[config.mk]
export PLATFORM = sky130hd
export DESIGN_NAME = regfile_wb_arbiter
export DESIGN_NICKNAME = d
export VERILOG_FILES = /design/src/rtl/regfile_wb_arbiter_pkg.sv /design/src/rtl/regfile_wb_arbiter_rr_pick.sv /design/src/rtl/regfile_wb_arbiter.sv
export SDC_FILE = /design/constraint.sdc
export NUM_CORES = 1
export LEC_CHECK = 0
export CELL_PAD_IN_SITES_DETAIL_PLACEMENT = 1
export CELL_PAD_IN_SITES_GLOBAL_PLACEMENT = 1
export CORE_UTILIZATION = 24
export DETAILED_ROUTE_END_ITERATION = 10
export PLACE_DENSITY = 0.89
export SYNTH_ARGS = -nofsm -noshare
export SYNTH_HDL_FRONTEND = slang
export SYNTH_SLANG_ARGS = --single-unit
[constraint.sdc]
create_clock -name clk -period 3.9 [get_ports clk]
set_input_delay 0.39 -clock clk [delete_from_list [all_inputs] [get_ports clk]]
set_output_delay 0.39 -clock clk [all_outputs]
set_load 0.05 [all_outputs]
[src/rtl/regfile_wb_arbiter_pkg.sv]
// Shared definitions for the register-file writeback arbiter: FSM state encoding
// and default register-file geometry.
package regfile_wb_arbiter_pkg;

  typedef enum logic [1:0] {
    ST_IDLE  = 2'd0,
    ST_ISSUE = 2'd1,
    ST_HOLD  = 2'd2
  } wb_state_e;

  localparam int DEF_AW = 5;
  localparam int DEF_DW = 32;

endpackage

[src/rtl/regfile_wb_arbiter_rr_pick.sv]
// Round-robin picker: one-hot grant to the lowest requesting index above ptr,
// wrapping to the lowest requesting index overall.
module regfile_wb_arbiter_rr_pick #(
  parameter int N = 3
) (
  input  logic [N-1:0] req,
  input  logic [1:0]   ptr,
  output logic [N-1:0] grant
);

  logic [N-1:0] above;
  logic [N-1:0] masked;
  logic [N-1:0] low_masked;
  logic [N-1:0] low_all;

  genvar gi;
  generate
    for (gi = 0; gi < N; gi++) begin : g_above
      assign above[gi] = (3'(gi) > {1'b0, ptr});
    end
  endgenerate

  // Two's-complement trick isolates the least significant set bit.
  always_comb begin
    masked     = req & above;
    low_masked = masked & (~masked + N'(1));
    low_all    = req & (~req + N'(1));
    grant      = (|masked) ? low_masked : low_all;
  end

endmodule

[src/rtl/regfile_wb_arbiter.sv]
// Writeback arbiter: round-robin selects one of NREQ write requesters per cycle,
// registers it onto the register-file write port and exposes bypass hits.
module regfile_wb_arbiter
  import regfile_wb_arbiter_pkg::*;
#(
  parameter int NREQ    = 3,
  parameter int AW      = DEF_AW,
  parameter int DW      = DEF_DW,
  parameter int DROP_R0 = 1
) (
  input  logic              clk,
  input  logic              rst_n,
  input  logic [NREQ-1:0]   req_valid,
  output logic [NREQ-1:0]   req_ready,
  input  logic [NREQ*AW-1:0] req_addr,
  input  logic [NREQ*DW-1:0] req_data,
  input  logic              hold,
  output logic              wr_enb,
  output logic [AW-1:0]     wr_addr,
  output logic [DW-1:0]     wr_data,
  output logic [1:0]        grant_id,
  input  logic [AW-1:0]     rd_addr_1,
  input  logic [AW-1:0]     rd_addr_2,
  output logic              byp_hit_1,
  output logic              byp_hit_2,
  output logic [DW-1:0]     byp_data
);

  wb_state_e       state_q, state_d;
  logic [1:0]      last_grant_q, last_grant_d;
  logic            wr_enb_q, wr_enb_d;
  logic [AW-1:0]   wr_addr_q, wr_addr_d;
  logic [DW-1:0]   wr_data_q, wr_data_d;
  logic [1:0]      grant_id_q, grant_id_d;

  logic [NREQ-1:0] pick;
  logic            accept;
  logic            drop;
  logic [1:0]      win_idx;
  logic [AW-1:0]   win_addr;
  logic [DW-1:0]   win_data;

  regfile_wb_arbiter_rr_pick #(.N(NREQ)) u_rr_pick (
    .req   (req_valid),
    .ptr   (last_grant_q),
    .grant (pick)
  );

  // Grant depends only on valid, pointer, hold and reset -- never on addr/data.
  always_comb begin
    req_ready = (hold || !rst_n) ? '0 : pick;
    accept    = |req_ready;
    win_idx   = '0;
    win_addr  = '0;
    win_data  = '0;
    for (int i = 0; i < NREQ; i++) begin
      if (pick[i]) begin
        win_idx  = 2'(i);
        win_addr = req_addr[i*AW +: AW];
        win_data = req_data[i*DW +: DW];
      end
    end
    drop         = (DROP_R0 != 0) && (win_addr == '0);
    wr_enb_d     = accept && !drop;
    wr_addr_d    = accept ? win_addr : wr_addr_q;
    wr_data_d    = accept ? win_data : wr_data_q;
    grant_id_d   = accept ? win_idx  : grant_id_q;
    last_grant_d = accept ? win_idx  : last_grant_q;
  end

  always_comb begin
    state_d = ST_IDLE;
    if (hold) begin
      state_d = ST_HOLD;
    end else begin
      case (state_q)
        ST_HOLD: state_d = ST_IDLE;
        default: state_d = accept ? ST_ISSUE : ST_IDLE;
      endcase
    end
  end

  always_ff @(posedge clk or negedge rst_n) begin
    if (!rst_n) begin
      state_q      <= ST_IDLE;
      last_grant_q <= 2'(NREQ - 1);
      wr_enb_q     <= 1'b0;
      wr_addr_q    <= '0;
      wr_data_q    <= '0;
      grant_id_q   <= '0;
    end else begin
      state_q      <= state_d;
      last_grant_q <= last_grant_d;
      wr_enb_q     <= wr_enb_d;
      wr_addr_q    <= wr_addr_d;
      wr_data_q    <= wr_data_d;
      grant_id_q   <= grant_id_d;
    end
  end

  assign wr_enb    = wr_enb_q;
  assign wr_addr   = wr_addr_q;
  assign wr_data   = wr_data_q;
  assign grant_id  = grant_id_q;
  assign byp_hit_1 = wr_enb_q && (wr_addr_q == rd_addr_1);
  assign byp_hit_2 = wr_enb_q && (wr_addr_q == rd_addr_2);
  assign byp_data  = wr_data_q;

endmodule

After elaboration in Yosys (flattened, before gate mapping)
Cells that the tools add are included.
- add/subtract/negate cells: 2
- $mul: 0
- divide/modulo/power cells: 0
- order comparisons: 2
- equal/unequal tests: 2
- shifts and indexed selects: 0
- multiplexer cells: 10
- bitwise operators: 5
- reduce and logical (&&, ||, !) cells: 9
- operator list (cell ; number):
    $mux 32 ; 3
    $mux 5 ; 3
    $eq 5x5->1 ; 2
    $and 3x3->3 ; 3
    $add 3x1->3 const B ; 2
    $mux 3 ; 2
    $not 3->3 ; 2
    $reduce_or 3->1 ; 2
    $logic_not 5->1 ; 1
    $logic_and 1x1->1 ; 3
    $gt 1x2->1 const A ; 1
    $gt 2x2->1 const A ; 1
    $logic_not 1->1 ; 2
    $mux 2 ; 1
    $logic_or 1x1->1 ; 1
    $mux 1 ; 1
- register bits: 42
- bits in latches: 0
- memory bits (writable): 0
- memory bits (read-only): 0
- input port bits: 127
- output and inout bits: 77
- word-level logic and storage cells: 35
- memories kept: 0

Logic depth before layout (Yosys ltp)
Gate-level depths: netlist of run 1.
- word-level depth: 12
- mapped depth: 7
- depth with buffers taken out: 5

Hierarchy
Synthesis of run 1 repeated with hierarchy kept, for this count alone.
- cell total of the unflattened synthesis: 302
- area, all modules: 2845.2 µm²
- modules (own cells, without submodules) (module ; times used ; cells each ; area an instance (µm²) ; sequential area each (µm²)):
    regfile_wb_arbiter ; 1 ; 292 ; 2786.4 ; 1027.2
    regfile_wb_arbiter_rr_pick ; 1 ; 10 ; 58.8 ; 0.0

Least setup slack after synthesis of run 1
OpenSTA, ideal clock, no wires.
- path type: input-to-output
- start: input req_valid[1]
- end: output req_ready[2]
- arrival time: 1.705 ns
- required time: 3.510 ns
- setup slack: 1.805 ns
- stages on the path: 5
- path buffers: 1
- cell sequence: nor2b_4 -> o22ai_1 -> and2_4 -> buf_6 -> nor2b_1
- word-level cells in the longest chain between the ends: 6
- elaborated cells on any way between the ends: 10
- classes of those cells: add/sub: 2; mux: 2; bitwise: 5; reduce/logical: 1
- ends and longest elaborated chain (what ; line ; text):
    start, declared ; regfile_wb_arbiter.sv:13 ; input logic [NREQ-1:0] req_valid,
    $and 3x3->3 ; regfile_wb_arbiter_rr_pick.sv:25 ; masked = req & above;
    $not 3->3 ; regfile_wb_arbiter_rr_pick.sv:26 ; low_masked = masked & (~masked + N'(1));
    $add 3x1->3 ; regfile_wb_arbiter_rr_pick.sv:26 ;
    $and 3x3->3 ; regfile_wb_arbiter_rr_pick.sv:26 ;
    $mux 3 * ; regfile_wb_arbiter_rr_pick.sv:28 ; grant = (|masked) ? low_masked : low_all;
    $mux 3 * ; regfile_wb_arbiter.sv:51 ; req_ready = (hold || !rst_n) ? '0 : pick;
    end, declared ; regfile_wb_arbiter.sv:14 ; output logic [NREQ-1:0] req_ready,
Every way passes the cells marked *; elsewhere a longest branch is shown, timed or not.

Final worst setup path of run 1
- start: input rst_n
- end: output req_ready[2]
- word-level cells in the longest chain between the ends: 3
- ends and longest elaborated chain (what ; line ; text):
    start, declared ; regfile_wb_arbiter.sv:12 ; input logic rst_n,
    $logic_not 1->1 (no line) ; n/a ;
    $logic_or 1x1->1 ; regfile_wb_arbiter.sv:51 ;
    $mux 3 ; regfile_wb_arbiter.sv:51 ;
No other way between the ends.

==> impl_metrics.tcl, run 1 <==
set metrics [dict create \
    status "complete, no violations" \
    start_util_pct 24.7 \
    synthAdderAreaFrac_pct 0 \
    cp-start-kind "input port" \
    synth_simple_gate_area_share_pct 11.3 \
    clock_sinks 41 \
    synth_edf_count 0 \
    grt_pass1_vias 2832 \
    yosys_warnings 0 \
    drt_iter0_markers 126 \
    syn_area_per_cell_um2 9.77 \
    maxSlewHeadroom_pct 47.7 \
    finClkSkew_ns 0.00871 \
    p_sw_w 0.00130 \
    final_layout_size_suffix_gt1_share_pct 5.35 \
    first_pass_iters 6 \
    layout_common_cells "201 x clkdlybuf4s50_1, 40 x dfrtp_1, 38 x nand2_1, 37 x o21ai_1, 35 x a222oi_1" \
    powerDensity_nw_per_um2 602 \
    p_leak_nw 1.75 \
    clock_power_share_pct 13.4 \
    max_freq_mhz 352 \
    wl_per_cell_um 17.3 \
    syn_inst 247 \
    maxCapViolations 0 \
    ys.flop_type "dfrtp_1" \
    io_buffer_count 203 \
    synth_cell_types 32 \
    clockRootBuffer "clkbuf_8" \
    crit_path_max_incr_delay_ns 0.84 \
    path_cells "dlygate4sd3_1 > buf_2 > nand2b_1 > nor2b_1 > clkdlybuf4s50_1" \
    tightest_slew_ns 0.785 \
    synth-compound-area-share_pct 25.5 \
    critPathKind "input port to primary output" \
    p_int_w 0.00134 \
    ys_seq_area_share_pct 42.6 \
    layout_min_cycle_time_ns 2.84 \
    comb_power_share_pct 62.0 \
    sequentialPowerShare_pct 24.6 \
    switching_share_pct 49.3 \
    grt_max_degree 45 \
    peakVddDrop_mv 0.256 \
    cts_setup_buffers 0 \
    cts_buffers 5 \
    period_share_pct 72.9 \
    hold_viol_final 0 \
    htreeDepth 2 \
    die_w_um 102 \
    cp.required_ns 3.51 \
    finalPower_w 0.00265 \
    vias 2620 \
    grt_usage_pct 17.3 \
    final_max_slew_viol_count 0 \
    clk_pin_slew_ns 0.07 \
    grt_first_pass_wirelength_um 14000 \
    cp_max_fo 14 \
    worstSetupEndpointType "primary output" \
    r2r_setup_slack_ns 1.67 \
    clk_latency_ns 0.29 \
    area_growth_syn_to_layout_pct 82.2 \
    ant_nets 0 \
    antenna_found_initial 0 \
    multi_input_area_um2 1010 \
    dieArea_um2 10500 \
    place.gp.congestion 0.700 \
    netlist_area_um2 2410 \
    avgViaCountPerCell 4.82 \
    regArea_um2 1030 \
    arrival_ns 2.45 \
    drt_wl_total_um 9410 \
    fillers 1118 \
    finalSetupTns_ns 0 \
    cts_buffer_depth 2 \
    setup_viol 0 \
    synthArstFlopShare_pct 100 \
    grt_overflow 0 \
    n_antenna_cell 0 \
    core_area_um2 9770 \
    instances_no_fill 544 \
    io-pin-count 204 \
    drc 0 \
    slowest_stage "clkdlybuf4s50_1" \
    synthesis.nets 374 \
    synth_top_family_by_area "compound AO/OA/AOI/OAI gates" \
    yosys.area_share.xor_xnor_pct 3.63 \
    cts_tree "built" \
    row_count 36 \
    hp-class "flip-flop to flip-flop" \
    yosys_register_bits 41 \
    dp_hpwl_um 7490 \
    nets 537 \
    final_common_cell "clkdlybuf4s50_1" \
    die_h_um 102 \
    dp.cells 535 \
    grt_setup_unrepaired "no" \
    synth_mux_area_share_pct 1.30 \
]
[final timing paths]
check,start,to,depth (start not counted)
worst max-delay path,rst_n,req_ready[2],5
worst min-delay path,grant_id[1],grant_id[1],1
worst max register to register,last_grant_q[1],wr_enb,6
worst min register to register,grant_id[1],grant_id[1],1
max in group asynchronous,rst_n,wr_addr[4],3
min in group asynchronous,rst_n,byp_data[4],2
[power by group through the flow]
stage | combinational, W | clock (W) | sequential, W
finish | 0.00164 | 0.000354 | 0.000651
global placement | 0.00162 | 0 | 0.000652
global route | 0.00172 | 0.000385 | 0.000670
floorplan | 0.000799 | 0 | 0.00101
detailed placement | 0.00165 | 0 | 0.000661
CTS | 0.00165 | 0.000369 | 0.000655
[logic make-up (layout without fill, tap and decap cells)]
| kind of cell | count (synthesis) | after routing |
|---|---|---|
| AOI/OAI and AO/OA | 82 | 82 |
| DFF | 41 | 41 |
| muxes | 3 | 3 |
| xor gates and xnor gates | 10 | 10 |
| buffers and inverters | 53 | 217 |
| and+or+nand+nor | 58 | 58 |
[cell usage after synthesis, types with 2 or more instances]
cell type,instances,share of area [%]
nor2b_1,2,0.52
and3_1,2,0.52
or2_2,2,0.52
buf_4,36,11
buf_6,5,2.3
xor2_1,8,2.9
a222oi_1,35,15
nand2_1,38,5.9
nor4_1,2,0.52
nand2b_1,3,0.78
clkbuf_1,6,0.93
a21o_1,2,0.62
dfrtp_1,40,41
buf_2,6,1.2
o21ai_1,37,7.7
xnor2_1,2,0.73
a22o_1,3,1.1
mux2i_1,2,0.83
nor2_1,3,0.47
[worst max-delay path, delay by kind of cell]
kind / cells / cell delay, ns
and+or+nand+nor: 2 / 0.37
buffers and inverters: 3 / 1.69
[area by class of cell]
cell class / instances / area share, %
multi-input combinational: 153 / 23.1
sequential: 41 / 23.4
clock inverter: 1 / 0.683
clock buffer: 7 / 1.96
timing repair buffer: 209 / 47.1
tap: 133 / 3.78
[layer usage]
layer	track usage, %	wire length [um]
met1	20.0	3820
met2	33.1	5110
met3	2.26	393
met4	4.95	90
met5	0	0
[registers in the layout, indices dropped and copies added, names as in the netlist]
signal	cells
byp_data	32
wr_addr	5
last_grant_q	2
grant_id	1
wr_enb	1
[stage by stage]
stage	hold slack (ns)	instance area (um^2)	util (%)	setup slack (ns)
3_3_place_gp	0.310	4270	43.7	1.15
6_report	0.507	4400	45.0	1.06
3_5_place_dp	0.314	4270	43.7	1.11
2_1_floorplan	0.0944	2410	-	1.81
5_1_grt	0.550	4400	45.0	0.917
4_1_cts	0.513	4400	45.0	0.990
[repair_timing]
item                                   in CTS  in global routing
endpoints found under the hold margin       7                  0
hold buffers                                1                  0
setup endpoints to repair                   0                  0
resized for setup                           0                  0
Note: power is estimated with default switching activity, not from simulation.
==> inputs of run 2 (changes only) <==
CORE_UTILIZATION = 20   (was 24)
PLACE_DENSITY = 0.8   (was 0.89)
clock period = 2.31 ns   (was 3.9 ns; I/O delays follow)
==> run 2 against run 1 <==
The run now ends with design-rule violations left. Wire length increased by 2.6%. Cell area increased by 2.3%. Clock skew decreased by 0.0049 ns. Sequential share of layout area decreased by 0.52 points. Hold slack got worse by 0.41 ns. Clock power increased by 83%. Critical path type unchanged. Critical endpoint unchanged.
==> impl_metrics.tcl, run 2 (same netlist as run 1, synthesis figures left out) <==
set metrics [dict create \
    vias 2640 \
    path_cells "clkdlybuf4s50_1 > nor2b_4 > o22ai_1 > and2_4 > nor2b_1 > buf_12" \
    status "finished with violations" \
    cts_resized 0 \
    drc 14 \
    maxSlewHeadroom_pct 63.6 \
    clockRootBuffer "clkbuf_16" \
    final_common_cell "clkdlybuf4s50_1" \
    io-pin-count 204 \
    regToRegStartpoint "last_grant_q[1]" \
    fin_ws_ns 0.225 \
    ant_nets 0 \
    critPathBufInv 2 \
    period_share_pct 90.3 \
    setup_viol 0 \
    slowest_stage "clkdlybuf4s50_1" \
    cts_buffer_depth 2 \
    place.gp.congestion 0.715 \
    dp.cells 549 \
    layout_min_cycle_time_ns 2.09 \
    die_h_um 112 \
    max_freq_mhz 480 \
    core_area_um2 11600 \
    crit_start "req_valid[1]" \
    instances_no_fill 555 \
    arrival_ns 1.85 \
    largest_reg_flops 32 \
    layout_common_cells "197 x clkdlybuf4s50_1, 40 x dfrtp_1, 38 x nand2_1, 37 x o21ai_1, 35 x a222oi_1" \
    cts_tree "built" \
    cp_max_fo 15 \
    grt_usage_pct 15.2 \
    cts_buffers 5 \
    path_depth 6 \
    drt_wl_total_um 9650 \
    hold_buffers 0 \
    gr-usage-met1_pct 16.7 \
    critPathTopFamily "simple AND/OR/NAND/NOR gates" \
    cp-endpoint "req_ready[2]" \
    fillers 1318 \
    dp_hpwl_um 7660 \
    worstSetupEndpointType "primary output" \
    violations "design-rule violations" \
    grtUsageMet2_pct 29.8 \
    grt-busiest-layer "met2" \
    cp.required_ns 2.08 \
    avgViaCountPerCell 4.76 \
    drt_iter0_markers 220 \
    dieArea_um2 12500 \
    hold_viol_final 0 \
    io_buffer_count 203 \
    grt_pass1_vias 2832 \
    grt_overflow 0 \
    met3_usage_pct 2.72 \
    powerDensity_nw_per_um2 1010 \
    final_layout_size_suffix_gt1_share_pct 7.28 \
    cp-start-kind "input port" \
    start_util_pct 20.9 \
    antenna_found_initial 0 \
    grt_setup_unrepaired "no" \
    p_leak_nw 1.79 \
    row_count 39 \
    clk_pin_slew_ns 0.06 \
    grt_first_pass_wirelength_um 14800 \
    peakVddDrop_mv 0.401 \
    pre_cts_ws_ns 0.232 \
    critPathKind "input port to primary output" \
    die_w_um 112 \
    r2r_setup_slack_ns 0.50 \
    clock_sinks 41 \
    whs_ns 0.0967 \
    r2r_end "wr_enb" \
    grt_max_degree 42 \
    maxCapViolations 0 \
    tightest_slew_ns 0.547 \
    hp-class "input port to asynchronous set/reset pin" \
    n_antenna_cell 0 \
    first_pass_iters 10 \
    finalSetupTns_ns 0 \
    cts_setup_buffers 0 \
    clk_latency_ns 0.28 \
    r2r_cells 4 \
    area_growth_syn_to_layout_pct 86.3 \
    htreeDepth 2 \
    final_max_slew_viol_count 0 \
    wl_per_cell_um 17.4 \
    crit_path_max_incr_delay_ns 0.48 \
    finClkSkew_ns 0.00383 \
    nets 540 \
]
## run 2: cell types whose count changed in the layout (fill, tap and decap cells not counted)
cell | before | now
clkbuf_16 | 0 | 5
clkdlybuf4s50_1 | 201 | 197
buf_12 | 0 | 5
buf_4 | 6 | 9
clkbuf_8 | 6 | 0
a22o_2 | 0 | 1
bufinv_16 | 1 | 0
clkinv_2 | 0 | 1
dlygate4sd3_1 | 1 | 0
a22o_1 | 3 | 2
clkbuf_1 | 1 | 0
## run 2: report_power, final
part           total, W  internal, W  switching, W
logic           0.00280      0.00103       0.00177
clock network  0.000648     0.000386      0.000262
registers       0.00110     0.000914      0.000190
## run 2: through the flow
| stage | instance area [um^2] | total power (W) | utilization [%] |
|---|---|---|---|
| after floorplan | 2410 | 0.00305 | - |
| after global placement | 4370 | 0.00388 | 37.8 |
| after detailed placement | 4370 | 0.00393 | 37.8 |
| after CTS | 4500 | 0.00461 | 38.9 |
| after global routing | 4500 | 0.00475 | 38.9 |
| final | 4500 | 0.00455 | 38.9 |
## run 2: metal layers
layer | routed length, um | vias to the layer above
met3 | 648 | 7
li1 | - | 1228
met4 | 77 | 0
met1 | 3730 | 1280
met2 | 5200 | 125
met5 | 0 | -
## run 2: worst min-delay path by stage
stage,start,to,slack (ns),cells after the start
CTS,rst_n,byp_data[0],0.12,2
global placement,rst_n,grant_id[1],0.41,2
finish,rst_n,byp_data[6],0.1,2
floorplan,rst_n,byp_data[0],-0.06,0
detailed placement,rst_n,byp_data[0],0.43,2
global route,rst_n,byp_data[0],0.16,2
## run 2: layout make-up
class                      instances  area (um^2)  area share (%)
sequential                        41         1030            22.8
timing repair buffer             212         2140            47.7
clock buffer                       5          125            2.78
tap                              143          179            3.98
clock inverter                     1         5.00           0.111
multi-input combinational        153         1020            22.6
## run 2: worst reg2reg max path: stages (launching register included)
cell	delay, ns
dfstp_2	0.56
nor2_1	0.06
a22o_2	0.38
a222oi_1	0.45
a41oi_1	0.20
==> inputs of run 3 (changes only) <==
CTS_CLUSTER_SIZE = 30   (was default)
clock period = 1.75 ns   (was 2.31 ns; I/O delays follow)
==> run 3 against run 2 <==
The run ends with design-rule violations, negative hold slack, negative setup slack left. Sequential share of layout area down 1.0 points. Core utilization rose by 1.9 points. First-iteration DRC count fell by 19%. Register-to-register slack got worse by 0.50 ns. Hold slack worse by 0.10 ns. Sequential power increased by 32%. Total power grew 41%. Non-clock buffer count is 13 higher. Clock skew fell by 0.0011 ns. Critical path depth fell by 1. Largest cell class unchanged. Largest power group unchanged.
==> impl_metrics.tcl, run 3 (same netlist as run 1, synthesis figures left out) <==
set metrics [dict create \
    area_growth_syn_to_layout_pct 95.6 \
    dp_hpwl_um 7750 \
    io_buffer_count 203 \
    max_freq_mhz 554 \
    p_leak_nw 1.93 \
    core_area_um2 11600 \
    p_sw_w 0.00300 \
    comb_power_share_pct 60.6 \
    status "finished with violations" \
    grt_first_pass_wirelength_um 15400 \
    r2r_setup_slack_ns 0 \
    switching_share_pct 46.7 \
    r2r_cells 6 \
    tightest_slew_ns 0.555 \
    cp.required_ns 1.57 \
    grt_pass1_vias 2969 \
    place_area_um2 4440 \
    hp-class "input port to asynchronous set/reset pin" \
    violations "design-rule violations, negative hold slack, negative setup slack" \
    period_share_pct 103 \
    hold_viol_final 2 \
    setup_viol 1 \
    final_common_cell "clkdlybuf4s50_1" \
    cp-start-kind "flip-flop" \
    cts_buffers 5 \
    grt_setup_unrepaired "yes" \
    hold_buffers 0 \
    finClkSkew_ns 0.00274 \
    clock_sinks 41 \
    cts_buffer_depth 2 \
    cts_tree "built" \
    htreeDepth 2 \
    grt_overflow 0 \
    drt_iter0_markers 179 \
    sequentialPowerShare_pct 22.6 \
    vias 2708 \
    cp_max_fo 4 \
    n_antenna_cell 0 \
    grt_max_degree 46 \
    instances_no_fill 570 \
    ant_nets 0 \
    fin_ws_ns -0.0547 \
    start_util_pct 20.9 \
    whs_ns -0.00560 \
    final_max_slew_viol_count 0 \
    pre_cts_ws_ns -0.277 \
    layout_min_cycle_time_ns 1.80 \
    avgViaCountPerCell 4.75 \
    maxCapViolations 0 \
    dp.cells 554 \
    final_core_util_pct 40.8 \
    die_h_um 112 \
    row_count 39 \
    largest_reg_flops 32 \
    r2r_end "wr_addr[2]" \
    die_w_um 112 \
    maxSlewHeadroom_pct 63.0 \
    peakVddDrop_mv 0.571 \
    io-pin-count 204 \
    drc 13 \
    p_int_w 0.00342 \
    grt_usage_pct 15.7 \
    first_pass_iters 10 \
    final_area_um2 4720 \
    clk_latency_ns 0.28 \
    antenna_found_initial 0 \
    regToRegStartpoint "last_grant_q[1]" \
    final_layout_size_suffix_gt1_share_pct 13.1 \
    wl_per_cell_um 17.5 \
    drt_wl_total_um 9980 \
    worstSetupEndpointType "primary output" \
    arrival_ns 1.63 \
    clockRootBuffer "clkbuf_16" \
    place.gp.congestion 0.702 \
    powerDensity_nw_per_um2 1360 \
    clk_pin_slew_ns 0.06 \
    layout_common_cells "190 x clkdlybuf4s50_1, 38 x nand2_1, 38 x dfrtp_1, 37 x o21ai_1, 35 x a222oi_1" \
    dieArea_um2 12500 \
    clock_power_share_pct 16.8 \
    critPathKind "flip-flop to primary output" \
    nets 553 \
]
==> run 3: changes by cell type in the layout (fill, tap and decap cells not counted), sizes merged <==
cell / before / now
buf: 15 / 34
clkdlybuf4s50: 197 / 190
clkbuf: 5 / 7
bufinv: 0 / 1
clkinv: 1 / 0
dlymetal6s2s: 0 / 1
==> run 3: layer usage <==
metal	up-vias	track usage [%]	routed length [um]
li1	1255	-	-
met1	1337	17.0	3670
met2	114	31.2	5660
met3	2	3.10	623
met4	0	2.70	29
met5	-	0	0
==> run 3: worst max path at each step <==
stage	from	slack, ns	to	cells past startpoint
6_report	last_grant_q[1]	-0.05	req_ready[1]	5
5_1_grt	last_grant_q[1]	-0.10	req_ready[1]	5
4_1_cts	last_grant_q[1]	-0.05	req_ready[1]	5
3_5_place_dp	req_valid[1]	-0.28	wr_enb	7
3_3_place_gp	req_valid[1]	-0.19	wr_enb	7
2_1_floorplan	last_grant_q[1]	0.02	last_grant_q[1]	6
==> run 3: final cells by class <==
class                      count  area, um^2
multi-input combinational    153        1030
clock inverter                 1        30.0
timing repair buffer         225        2300
sequential                    41        1030
clock buffer                   7         143
tap                          143         179
fill                        1318        6840
==> run 3: power by group through the flow <==
stage               Combinational (W)  Clock, W  Sequential [W]
floorplan                     0.00178         0         0.00225
global placement              0.00373         0         0.00146
detailed placement            0.00378         0         0.00147
CTS                           0.00388   0.00112         0.00146
global route                  0.00406   0.00116         0.00150
finish                        0.00389   0.00108         0.00145
==> run 3: critical path, cell delays in order, from the launching register on <==
cell and delay [ns]:
dfstp_2 0.57, nor2_2 0.05, a22o_2 0.23, buf_4 0.13, and2b_2 0.22, buf_12 0.15
==> run 3: per-stage QoR <==
step / hold slack [ns] / total power, W / TNS, ns
2_1_floorplan: -0.121 / 0.00403 / 0
3_3_place_gp: 0.314 / 0.00519 / -4.07
3_5_place_dp: 0.316 / 0.00526 / -6.59
4_1_cts: 0.0143 / 0.00646 / -0.0581
5_1_grt: 0.0502 / 0.00672 / -1.21
6_report: -0.00560 / 0.00642 / -0.0547
==> run 3: repair_timing <==
item,CTS,global route
resized for setup,7,8
setup buffers,8,0
pin swaps,6,7
endpoints found under the setup margin,15,37
hold endpoints to repair,0,0
